## config.mk

```make
export PLATFORM = sky130hd
export DESIGN_NAME = event_stream_packer_flat
export DESIGN_NICKNAME = d
export VERILOG_FILES = /design/src/rtl/event_stream_packer_if.sv /design/src/rtl/event_stream_packer.sv /design/src/flat_wrapper.sv
export SDC_FILE = /design/constraint.sdc
export NUM_CORES = 1
export LEC_CHECK = 0
export BUFFER_PORTS_ARGS = -buffer_cell sky130_fd_sc_hd__buf_2
export CORE_MARGIN = 2
export CORE_UTILIZATION = 30
export DETAILED_ROUTE_END_ITERATION = 10
export SLEW_MARGIN = 0
export SYNTH_ARGS = -nofsm -noshare
export SYNTH_HDL_FRONTEND = slang
export SYNTH_SLANG_ARGS = --single-unit
```

## constraint.sdc

```tcl
create_clock -name clk -period 1.7 [get_ports clk]
set_input_delay 0.17 -clock clk [delete_from_list [all_inputs] [get_ports clk]]
set_output_delay 0.17 -clock clk [all_outputs]
set_load 0.1 [all_outputs]
```

## src/rtl/event_stream_packer_if.sv

```systemverilog
// Event-record input and framed byte output of the event stream packer.
// Latency: none, this is wiring only.
// Backpressure: tx_ready stalls the byte stream; evt_pop is a one-cycle strobe to a FWFT FIFO.
//
// Signals:
//   evt_data  - head-of-FIFO event record (first-word-fall-through)
//   evt_valid - FIFO non-empty
//   evt_pop   - one-cycle pop strobe back to the FIFO
//   tx_data   - framed stream byte
//   tx_valid  - tx_data is valid
//   tx_ready  - sink accepts the byte this cycle
// Modports: master = the packer, slave = FIFO plus byte sink.
interface event_stream_packer_if #(
  parameter int unsigned EVT_W = 72
);
  logic [EVT_W-1:0] evt_data;
  logic             evt_valid;
  logic             evt_pop;
  logic [7:0]       tx_data;
  logic             tx_valid;
  logic             tx_ready;

  modport master (
    input  evt_data,
    input  evt_valid,
    input  tx_ready,
    output evt_pop,
    output tx_data,
    output tx_valid
  );

  modport slave (
    output evt_data,
    output evt_valid,
    output tx_ready,
    input  evt_pop,
    input  tx_data,
    input  tx_valid
  );
endinterface

```

## src/rtl/event_stream_packer.sv

```systemverilog
// Pops event records from a FWFT FIFO and emits SYNC, SEQ, payload (MSB-first), XOR checksum.
// Latency: first SYNC byte is valid the cycle after evt_pop; one byte per cycle; one idle bubble between frames.
// Backpressure: tx_ready low holds tx_data/tx_valid stable; no new pop until the current frame's checksum fires.
//
// Ports:
//   clk, rst_n  - clock, synchronous active-low reset
//   en          - permit starting new frames (an in-flight frame always completes)
//   bus         - event_stream_packer_if master: evt_data/evt_valid/evt_pop, tx_data/tx_valid/tx_ready
//   busy        - high in any state other than IDLE
//   seq_num     - sequence number the next frame will carry
//   frames_sent - count of completed frames, wraps
module event_stream_packer #(
  parameter int unsigned EVT_W     = 72,
  parameter logic [7:0]  SYNC_BYTE = 8'hA5,
  parameter int unsigned CNT_W     = 16
) (
  input  logic                 clk,
  input  logic                 rst_n,
  input  logic                 en,
  event_stream_packer_if.master bus,
  output logic                 busy,
  output logic [7:0]           seq_num,
  output logic [CNT_W-1:0]     frames_sent
);

  localparam int unsigned NBYTES = (EVT_W + 7) / 8;
  localparam int unsigned PW     = NBYTES * 8;
  // Keep the index at least one bit wide so single-byte payloads elaborate.
  localparam int unsigned IDX_W  = (NBYTES > 1) ? $clog2(NBYTES) : 1;
  localparam logic [IDX_W-1:0] LAST_IDX = IDX_W'(NBYTES - 1);

  typedef enum logic [2:0] {
    S_IDLE,
    S_SYNC,
    S_SEQ,
    S_PAYLOAD,
    S_CSUM
  } state_t;

  state_t           r_state;
  logic [PW-1:0]    r_pw;
  logic [IDX_W-1:0] r_idx;
  logic [7:0]       r_csum;
  logic [7:0]       r_tx_data;
  logic             r_tx_valid;
  logic [7:0]       r_seq;
  logic [CNT_W-1:0] r_frames;

  logic             w_fire;
  logic             w_pop;

  assign w_fire = r_tx_valid & bus.tx_ready;

  // The pop has to coincide with the capture of the FWFT head, so it is
  // decoded from the registered state in the same cycle. Gating with rst_n
  // keeps a reset cycle from consuming an event it would then discard.
  assign w_pop = rst_n & en & bus.evt_valid & (r_state == S_IDLE);

  assign bus.evt_pop  = w_pop;
  assign bus.tx_data  = r_tx_data;
  assign bus.tx_valid = r_tx_valid;

  assign busy        = (r_state != S_IDLE);
  assign seq_num     = r_seq;
  assign frames_sent = r_frames;

  // The payload register doubles as a shift register: the byte on the wire
  // is always taken from its top, and it shifts left by one byte per fire.
  // tx_data is registered, so each state prepares the byte for the next one.
  always_ff @(posedge clk) begin
    if (!rst_n) begin
      r_state    <= S_IDLE;
      r_pw       <= '0;
      r_idx      <= '0;
      r_csum     <= '0;
      r_tx_data  <= '0;
      r_tx_valid <= 1'b0;
      r_seq      <= '0;
      r_frames   <= '0;
    end else begin
      case (r_state)
        S_IDLE: begin
          if (w_pop) begin
            r_pw       <= PW'(bus.evt_data);
            r_tx_data  <= SYNC_BYTE;
            r_tx_valid <= 1'b1;
            r_state    <= S_SYNC;
          end
        end

        S_SYNC: begin
          if (w_fire) begin
            // SYNC is not covered by the checksum; it starts from the SEQ byte.
            r_tx_data <= r_seq;
            r_csum    <= r_seq;
            r_state   <= S_SEQ;
          end
        end

        S_SEQ: begin
          if (w_fire) begin
            r_tx_data <= r_pw[PW-1 -: 8];
            r_pw      <= r_pw << 8;
            r_idx     <= '0;
            r_state   <= S_PAYLOAD;
          end
        end

        S_PAYLOAD: begin
          if (w_fire) begin
            r_csum <= r_csum ^ r_tx_data;
            if (r_idx == LAST_IDX) begin
              // Present the finished checksum straight away, folding in the
              // byte that is leaving this cycle.
              r_tx_data <= r_csum ^ r_tx_data;
              r_state   <= S_CSUM;
            end else begin
              r_tx_data <= r_pw[PW-1 -: 8];
              r_pw      <= r_pw << 8;
              r_idx     <= r_idx + IDX_W'(1);
            end
          end
        end

        S_CSUM: begin
          if (w_fire) begin
            r_tx_valid <= 1'b0;
            r_tx_data  <= '0;
            r_seq      <= r_seq + 8'd1;
            r_frames   <= r_frames + CNT_W'(1);
            r_state    <= S_IDLE;
          end
        end

        default: begin
          r_tx_valid <= 1'b0;
          r_state    <= S_IDLE;
        end
      endcase
    end
  end

endmodule

```

## src/flat_wrapper.sv

```systemverilog
// flat-port wrapper written by rule: the top's interface ports become plain ports
module event_stream_packer_flat 
#(
  parameter int unsigned EVT_W     = 72,
  parameter logic [7:0]  SYNC_BYTE = 8'hA5,
  parameter int unsigned CNT_W     = 16
)
  (clk, rst_n, en, busy, seq_num, frames_sent, bus_evt_data, bus_evt_valid, bus_tx_ready, bus_evt_pop, bus_tx_data, bus_tx_valid);
  event_stream_packer_if #(.EVT_W(EVT_W)) bus_i ();
  input  logic clk;
  input  logic rst_n;
  input  logic en;
  output logic busy;
  output logic [7:0] seq_num;
  output logic [CNT_W-1:0] frames_sent;
  input wire logic [$bits(bus_i.evt_data)-1:0] bus_evt_data;
  input wire logic [$bits(bus_i.evt_valid)-1:0] bus_evt_valid;
  input wire logic [$bits(bus_i.tx_ready)-1:0] bus_tx_ready;
  output wire logic [$bits(bus_i.evt_pop)-1:0] bus_evt_pop;
  output wire logic [$bits(bus_i.tx_data)-1:0] bus_tx_data;
  output wire logic [$bits(bus_i.tx_valid)-1:0] bus_tx_valid;
  assign bus_i.evt_data = bus_evt_data;
  assign bus_i.evt_valid = bus_evt_valid;
  assign bus_i.tx_ready = bus_tx_ready;
  assign bus_evt_pop = bus_i.evt_pop;
  assign bus_tx_data = bus_i.tx_data;
  assign bus_tx_valid = bus_i.tx_valid;
  event_stream_packer #(.EVT_W(EVT_W), .SYNC_BYTE(SYNC_BYTE), .CNT_W(CNT_W)) u_core (.clk(clk), .rst_n(rst_n), .en(en), .bus(bus_i), .busy(busy), .seq_num(seq_num), .frames_sent(frames_sent));
endmodule
```

==> results by group <==
Critical path
  • CP dominant cell by count: or3_4
  • CP startpoint kind: flop
  • Worst path top cell family by delay: simple AND/OR/NAND/NOR gates
  • CP peak stage delay: just over 0.4 ns
  • CP max stage cell: or3_4
  • Crit end category: flop
  • Crit path DAT: roughly 2.2 ns
  • Setup CP Type: reg2reg
  • CP cell instances: buf_4 -> or3b_1 -> or3_4 -> or3_4 -> a21oi_2
  • Stages on the worst setup path: 5
  • Reg-to-reg setup timing slack: -0.12 ns
  • WP buf/inv: 1
  • CP max FO: 4
  • R2R depth: 5
  • Worst path required time: between 2 and 2.5 ns

Final layout
  • Share of post-route cells with drive strength above 1: 0.367
  • Fillers: 1,814
  • Multi-input logic area: 0.00340 mm2
  • Layout Cells excl Fill: between 1,000 and 1,500
  • Antenna diodes: 0
  • FF+latch area: 0.00246 mm2
  • Layout Nets: 947
  • Layout area overhead: 49.7%

Yosys
  • Synth Register Bits: between 100 and 150
  • Synth top area cells: dfxtp_1 42%, nand2_1 10%, a311oi_1 9.9%, a21oi_1 7.9%, clkbuf_1 2.6%
  • Synthesis Warnings: 0
  • Post-synth ARST share: 0
  • Distinct cells, synth: 50
  • Count leader, synth: nand2_1
  • Most common library cells after synthesis: 153 x nand2_1, 120 x dfxtp_1, 89 x a21oi_1
  • Syn avg cell area: 8.07 um2
  • EDFF count, synth: 0
  • Sequential fraction of the synthesis area: 0.424
  • Synth Instances: 703
  • Most area-hungry cell type in the Yosys netlist: dfxtp_1
  • Share of the synthesized area in the top cell type: 0.424
  • Synth Cell Area: ~0.0057 mm2
  • Synthesized Nets: between 700 and 800
  • Main synth FF type: dfxtp_1

STA
  • Setup tns final: -4.55 ns
  • Tmin final: ~1.8 ns
  • Tcrit/Tclk final: 1.07
  • Final worst setup slack: -0.124 ns
  • Slew HR: 0.560
  • Worst slew pin tran: about 0.66 ns
  • RSZ-0062 raised after global routing: true
  • Clock Skew: roughly 0.0081 ns
  • Fmax: 0.548 GHz
  • Final setup viols: slightly below 70
  • Final Hold Viols: 0
  • Fin. max-slew vios: 0

CTS
  • CTS root buffer: clkbuf_16
  • CTS tree: built
  • Clk pin slew, worst setup/hold paths: roughly 0.06 ns
  • Worst skew pair latency: 0.42 ns
  • Num CTS Buffers: 17
  • H-tree levels: 4
  • Sink Count: 120
  • Clock buffer depth: 2

Pwr
  • VDD IR max: ~0.73 mV
  • Pwr Total: 8.56 mW
  • Reg power frac: 0.380
  • Comb pwr share: 0.235
  • PD cells: ~1000 mW/mm2
  • Switch Pwr: ~2.6 mW
  • Pleak: around 3.4 nW
  • Int Pwr: approximately 5.9 mW
  • Switching Fraction: 0.308
  • Clock power frac: 0.386

Detailed routing
  • Vias/cell: about 5.4
  • Final wirelength: 18,800 um
  • TritonRoute pass-1 iters: 5
  • DR WL/cell: between 15 and 20 um
  • DRC: 0
  • Vias: ~6,000
  • Number of DRC markers in iteration 0: about 330
  • Post-route ant nets: 0

Global routing
  • Vias in the first global route: roughly 5,300
  • Antenna violations before repair: 0
  • Gr ovfl total: 0
  • Gr usage total: 0.175
  • First-pass GRT wire length: 28,100 um
  • Largest net degree at the start of global routing: 65

Floorplanning
  • Horiz. Die Dim: 141 um
  • Initial Util: 0.304
  • Core Box Area: approximately 0.019 mm2
  • DIE AREA: about 0.020 mm2
  • Die H: between 100 and 150 um
  • Cell Rows: 50
  • # IOs: 112

Run
  • Reported max-cap violation count: 0

Place
  • Placed insts: slightly above 1,000
  • Port bufs: 111
  • Routability congestion estimate: around 0.8
  • Post-DP HPWL: 11,100 um

Run status
  • Failing checks: negative setup slack
  • Status: complete, but fails checks

Hold path
  • HP Class: in2reg
  • Hold depth: 3
power by group through the flow:
stage	combinational, mW	sequential [mW]	clock, mW
6_report	2.01	3.25	3.30
5_1_grt	2.13	3.27	3.48
4_1_cts	1.68	3.23	3.33
3_5_place_dp	1.40	3.29	0
3_3_place_gp	1.39	3.29	0
2_1_floorplan	0.825	3.37	0
sequential cells by signal, indices dropped and copies added (netlist names):
| register | flops |
|---|---|
| u_core.r_idx | 4 |
| u_core.r_state | 3 |
| u_core.bus.tx_valid | 1 |
| u_core.r_pw | 72 |
| u_core.bus.tx_data | 8 |
| u_core.frames_sent | 16 |
| u_core.r_csum | 8 |
| u_core.seq_num | 8 |
metal layers:
layer  up-vias  GRT usage  wire length [um]
met1      2867      0.238              8310
li1       2901          -                 -
met3        24     0.0324              1000
met2       191      0.280              9190
met5         -          0                 0
met4         0     0.0605               335
worst reg2reg max path: cells and delay by family, from the launching register on:
kind	cells	cell delay, ns
AO/OA/AOI/OAI	1	0.12
buffers and inverters	1	0.14
flip-flops	1	0.36
AND/OR/NAND/NOR	3	1.15
final cells by class:
| class | count | area share |
|---|---|---|
| clock buffers | 18 | 0.0517 |
| flip-flops and latches | 120 | 0.290 |
| well taps | 234 | 0.0345 |
| repair buffers | 207 | 0.207 |
| inverters | 10 | 0.00472 |
| clock inverters | 14 | 0.0115 |
| multi-input cells | 510 | 0.401 |
final timing paths:
check	startpoint	end
max	u_core.r_state[0]$_SDFFE_PN0P_	u_core.frames_sent[12]$_SDFFE_PN0P_
min	bus_evt_data[8]	u_core.r_pw[8]$_SDFFE_PN0P_
max reg2reg	u_core.r_state[0]$_SDFFE_PN0P_	u_core.frames_sent[12]$_SDFFE_PN0P_
min reg2reg	u_core.r_pw[30]$_SDFFE_PN0P_	u_core.r_pw[38]$_SDFFE_PN0P_
cell families (layout without fill, tap and decap cells):
logic type,count (synthesis),in the layout,synth area share
xor gates and xnor gates,23,23,0.0355
AOI/OAI and AO/OA,215,215,0.259
and+or+nand+nor,267,267,0.218
adders and majority gates,4,4,0.00883
buffers and inverters,73,249,0.0532
muxes,1,1,0.00177
DFF,120,120,0.424
through the flow:
stage / cell area (um2) / utilization / setup WS (ns) / hold slack, ns
after floorplan: 5780 / - / -0.250 / 0.292
after CTS: 7850 / 0.421 / -0.0986 / 0.00368
after detailed placement: 6860 / 0.368 / -0.116 / 0.385
after global placement: 6860 / 0.368 / -0.0678 / 0.383
final: 8490 / 0.455 / -0.124 / 0.0134
after global routing: 8490 / 0.455 / -0.170 / 0.0174
what timing repair did:
action,4_1_cts,5_1_grt
hold endpoints to repair,8,0
gates resized for setup,32,71
pin swaps,20,15
buffers inserted,15,12
hold buffers,8,0
cloned,6,8
endpoints found under the setup margin,75,102
placed cells by master, fill, tap and decap left out, types with 10 or more instances in the layout:
| cell | instances |
|---|---|
| buf_12 | 12 |
| a21oi_1 | 80 |
| a311oi_2 | 26 |
| buf_4 | 51 |
| o21ai_0 | 15 |
| buf_2 | 109 |
| dfxtp_2 | 16 |
| nand3_1 | 14 |
| dfxtp_4 | 10 |
| clkbuf_16 | 25 |
| buf_6 | 11 |
| nand2_1 | 152 |
| a311oi_1 | 38 |
| xnor2_1 | 14 |
| dfxtp_1 | 94 |
| nor2_1 | 35 |
(Power assumes the default switching activity.)
